## src/rtl/inpad_filter_if.sv

```systemverilog
// rtl/inpad_filter_if.sv - pad input bundle between the raw pad cells and the conditioning stage
// master drives pads and filter controls; slave is the inpad_filter itself.
interface inpad_filter_if #(
  parameter int WIDTH     = 4,
  parameter int FILT_BITS = 4
);
  logic [WIDTH-1:0]     pad_i;
  logic                 filt_en;
  logic [FILT_BITS-1:0] filt_thr;
  logic [WIDTH-1:0]     data_o;
  logic [WIDTH-1:0]     rise_o;
  logic [WIDTH-1:0]     fall_o;
  logic                 chg_o;

  modport master (
    output pad_i, filt_en, filt_thr,
    input  data_o, rise_o, fall_o, chg_o
  );

  modport slave (
    input  pad_i, filt_en, filt_thr,
    output data_o, rise_o, fall_o, chg_o
  );
endinterface

```

## src/rtl/inpad_filter.sv

```systemverilog
// rtl/inpad_filter.sv - pad synchroniser with per-bit glitch filter and edge strobes
// Each bit: SYNC_STAGES flop chain, stability counter against threshold T, registered strobes.
module inpad_filter #(
  parameter int               WIDTH       = 4,
  parameter int               SYNC_STAGES = 2,
  parameter int               FILT_BITS   = 4,
  parameter logic [WIDTH-1:0] RESET_VAL   = '0
) (
  input  logic           mclk,
  input  logic           reset_n,
  inpad_filter_if.slave  pad_bus
);

  localparam logic [FILT_BITS:0] ONE_W = (FILT_BITS+1)'(1);

  logic [WIDTH-1:0]     sync_q [SYNC_STAGES];
  logic [WIDTH-1:0]     data_q, data_d;
  logic [WIDTH-1:0]     data_dly_q;
  logic [FILT_BITS-1:0] cnt_q [WIDTH];
  logic [FILT_BITS-1:0] cnt_d [WIDTH];
  logic [WIDTH-1:0]     rise_q, fall_q;
  logic                 chg_q;
  logic [FILT_BITS-1:0] thr_eff;
  logic [WIDTH-1:0]     sync_last;

  assign sync_last = sync_q[SYNC_STAGES-1];

  // A zero threshold behaves like one, and bypass is simply T = 1.
  always_comb begin
    thr_eff = FILT_BITS'(1);
    if (pad_bus.filt_en && (pad_bus.filt_thr != '0)) begin
      thr_eff = pad_bus.filt_thr;
    end
  end

  always_comb begin
    data_d = data_q;
    for (int i = 0; i < WIDTH; i++) begin
      cnt_d[i] = '0;
      if (sync_last[i] != data_q[i]) begin
        // >= so that a lowered threshold fires on an in-flight count at once
        if (({1'b0, cnt_q[i]} + ONE_W) >= {1'b0, thr_eff}) begin
          data_d[i] = sync_last[i];
        end else begin
          cnt_d[i] = cnt_q[i] + FILT_BITS'(1);
        end
      end
    end
  end

  always_ff @(posedge mclk or negedge reset_n) begin
    if (!reset_n) begin
      for (int s = 0; s < SYNC_STAGES; s++) begin
        sync_q[s] <= RESET_VAL;
      end
      for (int i = 0; i < WIDTH; i++) begin
        cnt_q[i] <= '0;
      end
      data_q     <= RESET_VAL;
      data_dly_q <= RESET_VAL;
      rise_q     <= '0;
      fall_q     <= '0;
      chg_q      <= 1'b0;
    end else begin
      sync_q[0] <= pad_bus.pad_i;
      for (int s = 1; s < SYNC_STAGES; s++) begin
        sync_q[s] <= sync_q[s-1];
      end
      for (int i = 0; i < WIDTH; i++) begin
        cnt_q[i] <= cnt_d[i];
      end
      data_q     <= data_d;
      // Strobes trail the data_o update by one edge; data_dly_q matches reset so release is silent.
      data_dly_q <= data_q;
      rise_q     <= data_q & ~data_dly_q;
      fall_q     <= ~data_q & data_dly_q;
      chg_q      <= |(data_q ^ data_dly_q);
    end
  end

  assign pad_bus.data_o = data_q;
  assign pad_bus.rise_o = rise_q;
  assign pad_bus.fall_o = fall_q;
  assign pad_bus.chg_o  = chg_q;

endmodule

```

## src/flat_wrapper.sv

```systemverilog
// flat-port wrapper written by rule: the top's interface ports become plain ports
module inpad_filter_flat 
#(
  parameter int               WIDTH       = 4,
  parameter int               SYNC_STAGES = 2,
  parameter int               FILT_BITS   = 4,
  parameter logic [WIDTH-1:0] RESET_VAL   = '0
)
  (mclk, reset_n, pad_bus_pad_i, pad_bus_filt_en, pad_bus_filt_thr, pad_bus_data_o, pad_bus_rise_o, pad_bus_fall_o, pad_bus_chg_o);
  inpad_filter_if #(.WIDTH(WIDTH), .FILT_BITS(FILT_BITS)) pad_bus_i ();
  input  logic mclk;
  input  logic reset_n;
  input wire logic [$bits(pad_bus_i.pad_i)-1:0] pad_bus_pad_i;
  input wire logic [$bits(pad_bus_i.filt_en)-1:0] pad_bus_filt_en;
  input wire logic [$bits(pad_bus_i.filt_thr)-1:0] pad_bus_filt_thr;
  output wire logic [$bits(pad_bus_i.data_o)-1:0] pad_bus_data_o;
  output wire logic [$bits(pad_bus_i.rise_o)-1:0] pad_bus_rise_o;
  output wire logic [$bits(pad_bus_i.fall_o)-1:0] pad_bus_fall_o;
  output wire logic [$bits(pad_bus_i.chg_o)-1:0] pad_bus_chg_o;
  assign pad_bus_i.pad_i = pad_bus_pad_i;
  assign pad_bus_i.filt_en = pad_bus_filt_en;
  assign pad_bus_i.filt_thr = pad_bus_filt_thr;
  assign pad_bus_data_o = pad_bus_i.data_o;
  assign pad_bus_rise_o = pad_bus_i.rise_o;
  assign pad_bus_fall_o = pad_bus_i.fall_o;
  assign pad_bus_chg_o = pad_bus_i.chg_o;
  inpad_filter #(.WIDTH(WIDTH), .SYNC_STAGES(SYNC_STAGES), .FILT_BITS(FILT_BITS), .RESET_VAL(RESET_VAL)) u_core (.mclk(mclk), .reset_n(reset_n), .pad_bus(pad_bus_i));
endmodule
```

## config.mk

```make
export PLATFORM = sky130hd
export DESIGN_NAME = inpad_filter_flat
export DESIGN_NICKNAME = d
export VERILOG_FILES = /design/src/rtl/inpad_filter_if.sv /design/src/rtl/inpad_filter.sv /design/src/flat_wrapper.sv
export SDC_FILE = /design/constraint.sdc
export NUM_CORES = 1
export LEC_CHECK = 0
export ABC_AREA = 1
export BUFFER_PORTS_ARGS = -buffer_cell sky130_fd_sc_hd__buf_2
export CORE_ASPECT_RATIO = 0.5
export CORE_MARGIN = 10
export CORE_UTILIZATION = 45
export CTS_CLUSTER_SIZE = 25
export DETAILED_ROUTE_END_ITERATION = 10
export REMOVE_ABC_BUFFERS = 1
export SYNTH_ARGS = -nofsm -noshare
export SYNTH_HDL_FRONTEND = slang
export SYNTH_SLANG_ARGS = --single-unit
export TNS_END_PERCENT = 1
```

## constraint.sdc

```tcl
create_clock -name mclk -period 3.6 [get_ports mclk]
set_input_delay 0.36 -clock mclk [delete_from_list [all_inputs] [get_ports mclk]]
set_output_delay 0.36 -clock mclk [all_outputs]
set_load 0.02 [all_outputs]
```

Word level (Yosys, flattened, before mapping) --
Cells that the tools add are included.
Storage, ports and cells: bits in registers 41, input bits 11, output and inout bits 13, logic and storage cells 51
Cells by class: add/subtract/negate cells 8, order comparisons 4, eq/ne operators 4, mux-type cells 9, bitwise operators 5, reduce and logical (&&, ||, !) cells 7
Operators by type and width (number):
- two-way mux 4 bit | 9
- adder 4 x 1 -> 5 bit (second input constant) | 4
- >= comparator 5 x 4 -> 1 bit | 4
- adder 4 x 1 -> 4 bit (second input constant) | 4
- AND 4 bit | 2
- inverter 4 bit | 2
- AND reduction 2 bit | 4
- inequality test 1 bit | 4
- nonzero test 4 bit | 1
- OR reduction 4 bit | 1
- bitwise XOR 4 bit | 1
- logical AND 1 bit | 1

Depth between registers and ports, before layout --
word-level depth 6, depth in mapped cells 15, depth with buffers taken out 15

Worst setup path after synthesis --
Ideal clock, no wire load.
path kind input to register, from input pad_bus_filt_thr[3], to register u_core.data_q[2], in the netlist u_core.pad_bus.data_o[2], setup time 0.117 ns, data arrival time 1.784 ns, data required time 3.483 ns, slack 1.699 ns, stages 14, cells stage by stage nor2_1 > nand2_1 > nand2_2 > or2_2 > ha_1 > inv_1 > nand2_1 > nand2_1 > nand2_1 > or2_2 > nand3_2 > nand2_2 > nand2_1 > nand2_1
On the way: cells in the longest elaborated chain, start to end 5
Ends and longest elaborated chain:
- start, declared | RTL line flat_wrapper.sv:15 | input wire logic [$bits(pad_bus_i.filt_thr)-1:0] pad_bus_filt_thr;
- nonzero test 4 bit | RTL line inpad_filter.sv:31 | if (pad_bus.filt_en && (pad_bus.filt_thr != '0)) begin
- logical AND 1 bit | RTL line inpad_filter.sv:31
- two-way mux 4 bit (*) | RTL line inpad_filter.sv:31
- >= comparator 5 x 4 -> 1 bit (*) | RTL line inpad_filter.sv:42 | if (({1'b0, cnt_q[i]} + ONE_W) >= {1'b0, thr_eff}) begin
- AND reduction 2 bit (no line) (*)
- end signal, assigned | RTL line inpad_filter.sv:72 | data_q <= data_d;
- end, declared | RTL line inpad_filter.sv:17 | logic [WIDTH-1:0] data_q, data_d;
Mark *: on every way between the ends. The rest lies on a longest branch, timed or not. A chain may end at the register's enable or synchronous reset.

Worst setup path in the final report --
from register u_core.cnt_q[0] (netlist name), to register u_core.data_q[3], in the netlist u_core.pad_bus.data_o[3]
On the way: cells in the longest elaborated chain, start to end 3
Ends and longest elaborated chain:
- start, declared | RTL line inpad_filter.sv:19 | logic [FILT_BITS-1:0] cnt_q [WIDTH];
- start signal, assigned by index | RTL line inpad_filter.sv:70 | cnt_q[i] <= cnt_d[i];
- adder 4 x 1 -> 5 bit | RTL line inpad_filter.sv:42
- >= comparator 5 x 4 -> 1 bit | RTL line inpad_filter.sv:42
- AND reduction 2 bit (no line)
No other way between the ends.

==> flow_summary.json <==
{
  "status": "completed",
  "drv_slew": 0,
  "post_cts_buffers": 0,
  "p_leak_nw": 1.27,
  "fin_ws_ns": 1.61,
  "synth_cells": 216,
  "rsz0062_at_grt": "false",
  "critical_path_arrival_ns": 2.16,
  "final_area_um2": 2300,
  "fin_setup_tns_ns": 0,
  "hold_ws_ns": 0.167,
  "cts_sinks": 41,
  "vias": 1406,
  "syn2layout_area_growth_pct": 14.3,
  "path_clk_slew_ns": 0.08,
  "layout_commonest_cell": "nand2_1",
  "cts_hold_buffers": 0,
  "portBuffers": 23,
  "start_kind": "flop",
  "ys_seq_area_share_pct": 51.1,
  "ant_nets": 0,
  "grt_max_degree": 42,
  "cts-resized-gates": 0,
  "mostFrequentLayoutCells": "nand2_1, dfrtp_1, inv_1",
  "clock_power_share_pct": 19.5,
  "p_seq_share_pct": 40.7,
  "wl_per_cell_um": 11.9,
  "drt_iter0_drc": 31,
  "die_h_um": 67.2,
  "power.switching_mw": 0.671,
  "core_um2": 4360,
  "grt_use_met3_pct": 3.45,
  "dp_slack_ns": 1.47,
  "use_met1_pct": 12.1,
  "first_global_vias": 1456,
  "io_pins": 24,
  "avgSynthCellArea_um2": 9.30,
  "critPathCaptureType": "flop",
  "cts_inserted_buffers": 5,
  "synth_seq_cells": 41,
  "insertion_delay_ns": 0.29,
  "die_area_um2": 7700,
  "cp_max_fo": 6,
  "initial_core_util_pct": 46.1,
  "utilization_pct": 52.7,
  "hpwl_um": 2730,
  "ir_worst_vdd_mv": 0.276,
  "setup_viol": 0,
  "final_nets": 279,
  "grt_busiest_layer": "met2",
  "multi_input_area_um2": 858,
  "met2_usage_pct": 17.1,
  "relSlewSlack_pct": 39.3,
  "htreeDepth": 2,
  "cts_root_buf": "clkbuf_8",
  "grt_pass1_wl_um": 6330,
  "vias_per_cell": 4.63,
  "clk_path_buf_depth": 2,
  "drive_above_1_share_pct": 18.6,
  "finalHoldViolCount": 0,
  "p_sw_share_pct": 39.6,
  "fin_worst_skew_ns": 0.00445,
  "layout.area.seq_um2": 1030,
  "rows": 17,
  "dieWidth_um": 114,
  "track_usage_pct": 10.3,
  "tritoncts": "done",
  "nFillCells": 407,
  "p_int_mw": 1.02,
  "tightest_slew_ns": 0.910,
  "wl_um": 3600,
  "dp_cells": 296,
  "firstDrtPassIters": 4,
  "synth_area_um2": 2010,
  "hold_class": "in2reg",
  "drc": 0,
  "post-route-period-util_pct": 55.2,
  "cap_violations": 0,
  "antennaDiodeCount": 0,
  "power.total_mw": 1.69,
  "power_density_nw_per_um2": 738,
  "ys_warn_count": 0,
  "max_freq_mhz": 503,
  "layout_min_cycle_time_ns": 1.99,
  "synth_cell_types": 17,
  "power_frac_comb_pct": 39.8,
  "place_congestion": 0.796,
  "placed_area_um2": 2190,
  "stdcell_count": 304,
  "path_class": "reg2reg",
  "crit_required_ns": 3.77,
  "antenna_found_initial": 0,
  "overflow": 0
}
cells by family after synthesis:
group                      count (synthesis)  synth area share (%)
DFF                                       41                  51.1
adders and majority gates                 22                  13.7
xor gates and xnor gates                   9                  3.93
buffers and inverters                     33                  6.17
and+or+nand+nor                          106                  23.3
AOI/OAI and AO/OA                          5                  1.81
power groups by stage:
stage	clock network [mW]	logic, mW	registers [mW]
final	0.330	0.674	0.690
after global routing	0.360	0.785	0.713
after CTS	0.339	0.689	0.691
after detailed placement	0	0.686	0.700
after global placement	0	0.676	0.693
after floorplan	0	0.401	0.769
registers in the layout (all words and copies together) (netlist names):
register	cells
u_core.pad_bus.rise_o	4
u_core.data_dly_q	4
u_core.sync_last	4
u_core.pad_bus.data_o	4
u_core.pad_bus.fall_o	4
u_core.pad_bus.chg_o	1
u_core.sync_q	4
u_core.cnt_q	16
worst paths after layout:
kind / slack, ns / start / cells past startpoint / to
worst max-delay path: 1.61 / u_core.cnt_q[0] / 8 / u_core.pad_bus.data_o[3]
worst min-delay path: 0.17 / pad_bus_pad_i[0] / 1 / u_core.sync_q[4]
worst max register to register: 1.61 / u_core.cnt_q[0] / 8 / u_core.pad_bus.data_o[3]
worst min register to register: 0.35 / u_core.sync_q[5] / 0 / u_core.sync_last[1]
max in group asynchronous: 2.84 / reset_n / 1 / u_core.cnt_q[2]
min in group asynchronous: 0.18 / reset_n / 1 / u_core.pad_bus.rise_o[2]
cell usage after synthesis:
cell      number  area share (%)
dfrtp_1       41              51
ha_1          22              14
xnor2_1        1            0.44
nor2_1        23             4.3
nand3_1        8             2.0
xor2_1         8             3.5
inv_2          1            0.19
o21ai_0        1            0.25
or2_2          4             1.2
nand2_1       56              10
a21oi_1        1            0.25
nand4_1        7             2.2
nand3_2        3             1.5
a21oi_2        3             1.3
nand3b_1       1            0.37
nand2_2        4             1.2
inv_1         32             6.0
worst max-delay path, cell delays in order, from the launching register on:
cell	delay, ns
dfrtp_1	0.44
ha_1	0.24
xor2_1	0.24
ha_1	0.30
a21oi_1	0.14
nand3b_1	0.11
nand4_1	0.21
nand2_1	0.11
o21ai_0	0.08
metal layers:
layer	wire, µm	up-vias
li1	-	732
met1	1720	641
met2	1640	26
met3	185	7
met4	61	0
met5	0	-
area by class of cell:
cell class                 count  share of cell area (%)
sequential                    41                    44.7
multi-input combinational    142                    37.4
inverter                      33                    5.40
timing repair buffer          23                    5.01
clock buffer                   7                    4.20
tap                           57                    3.11
clock inverter                 1                   0.218
(Power assumes the default switching activity.)
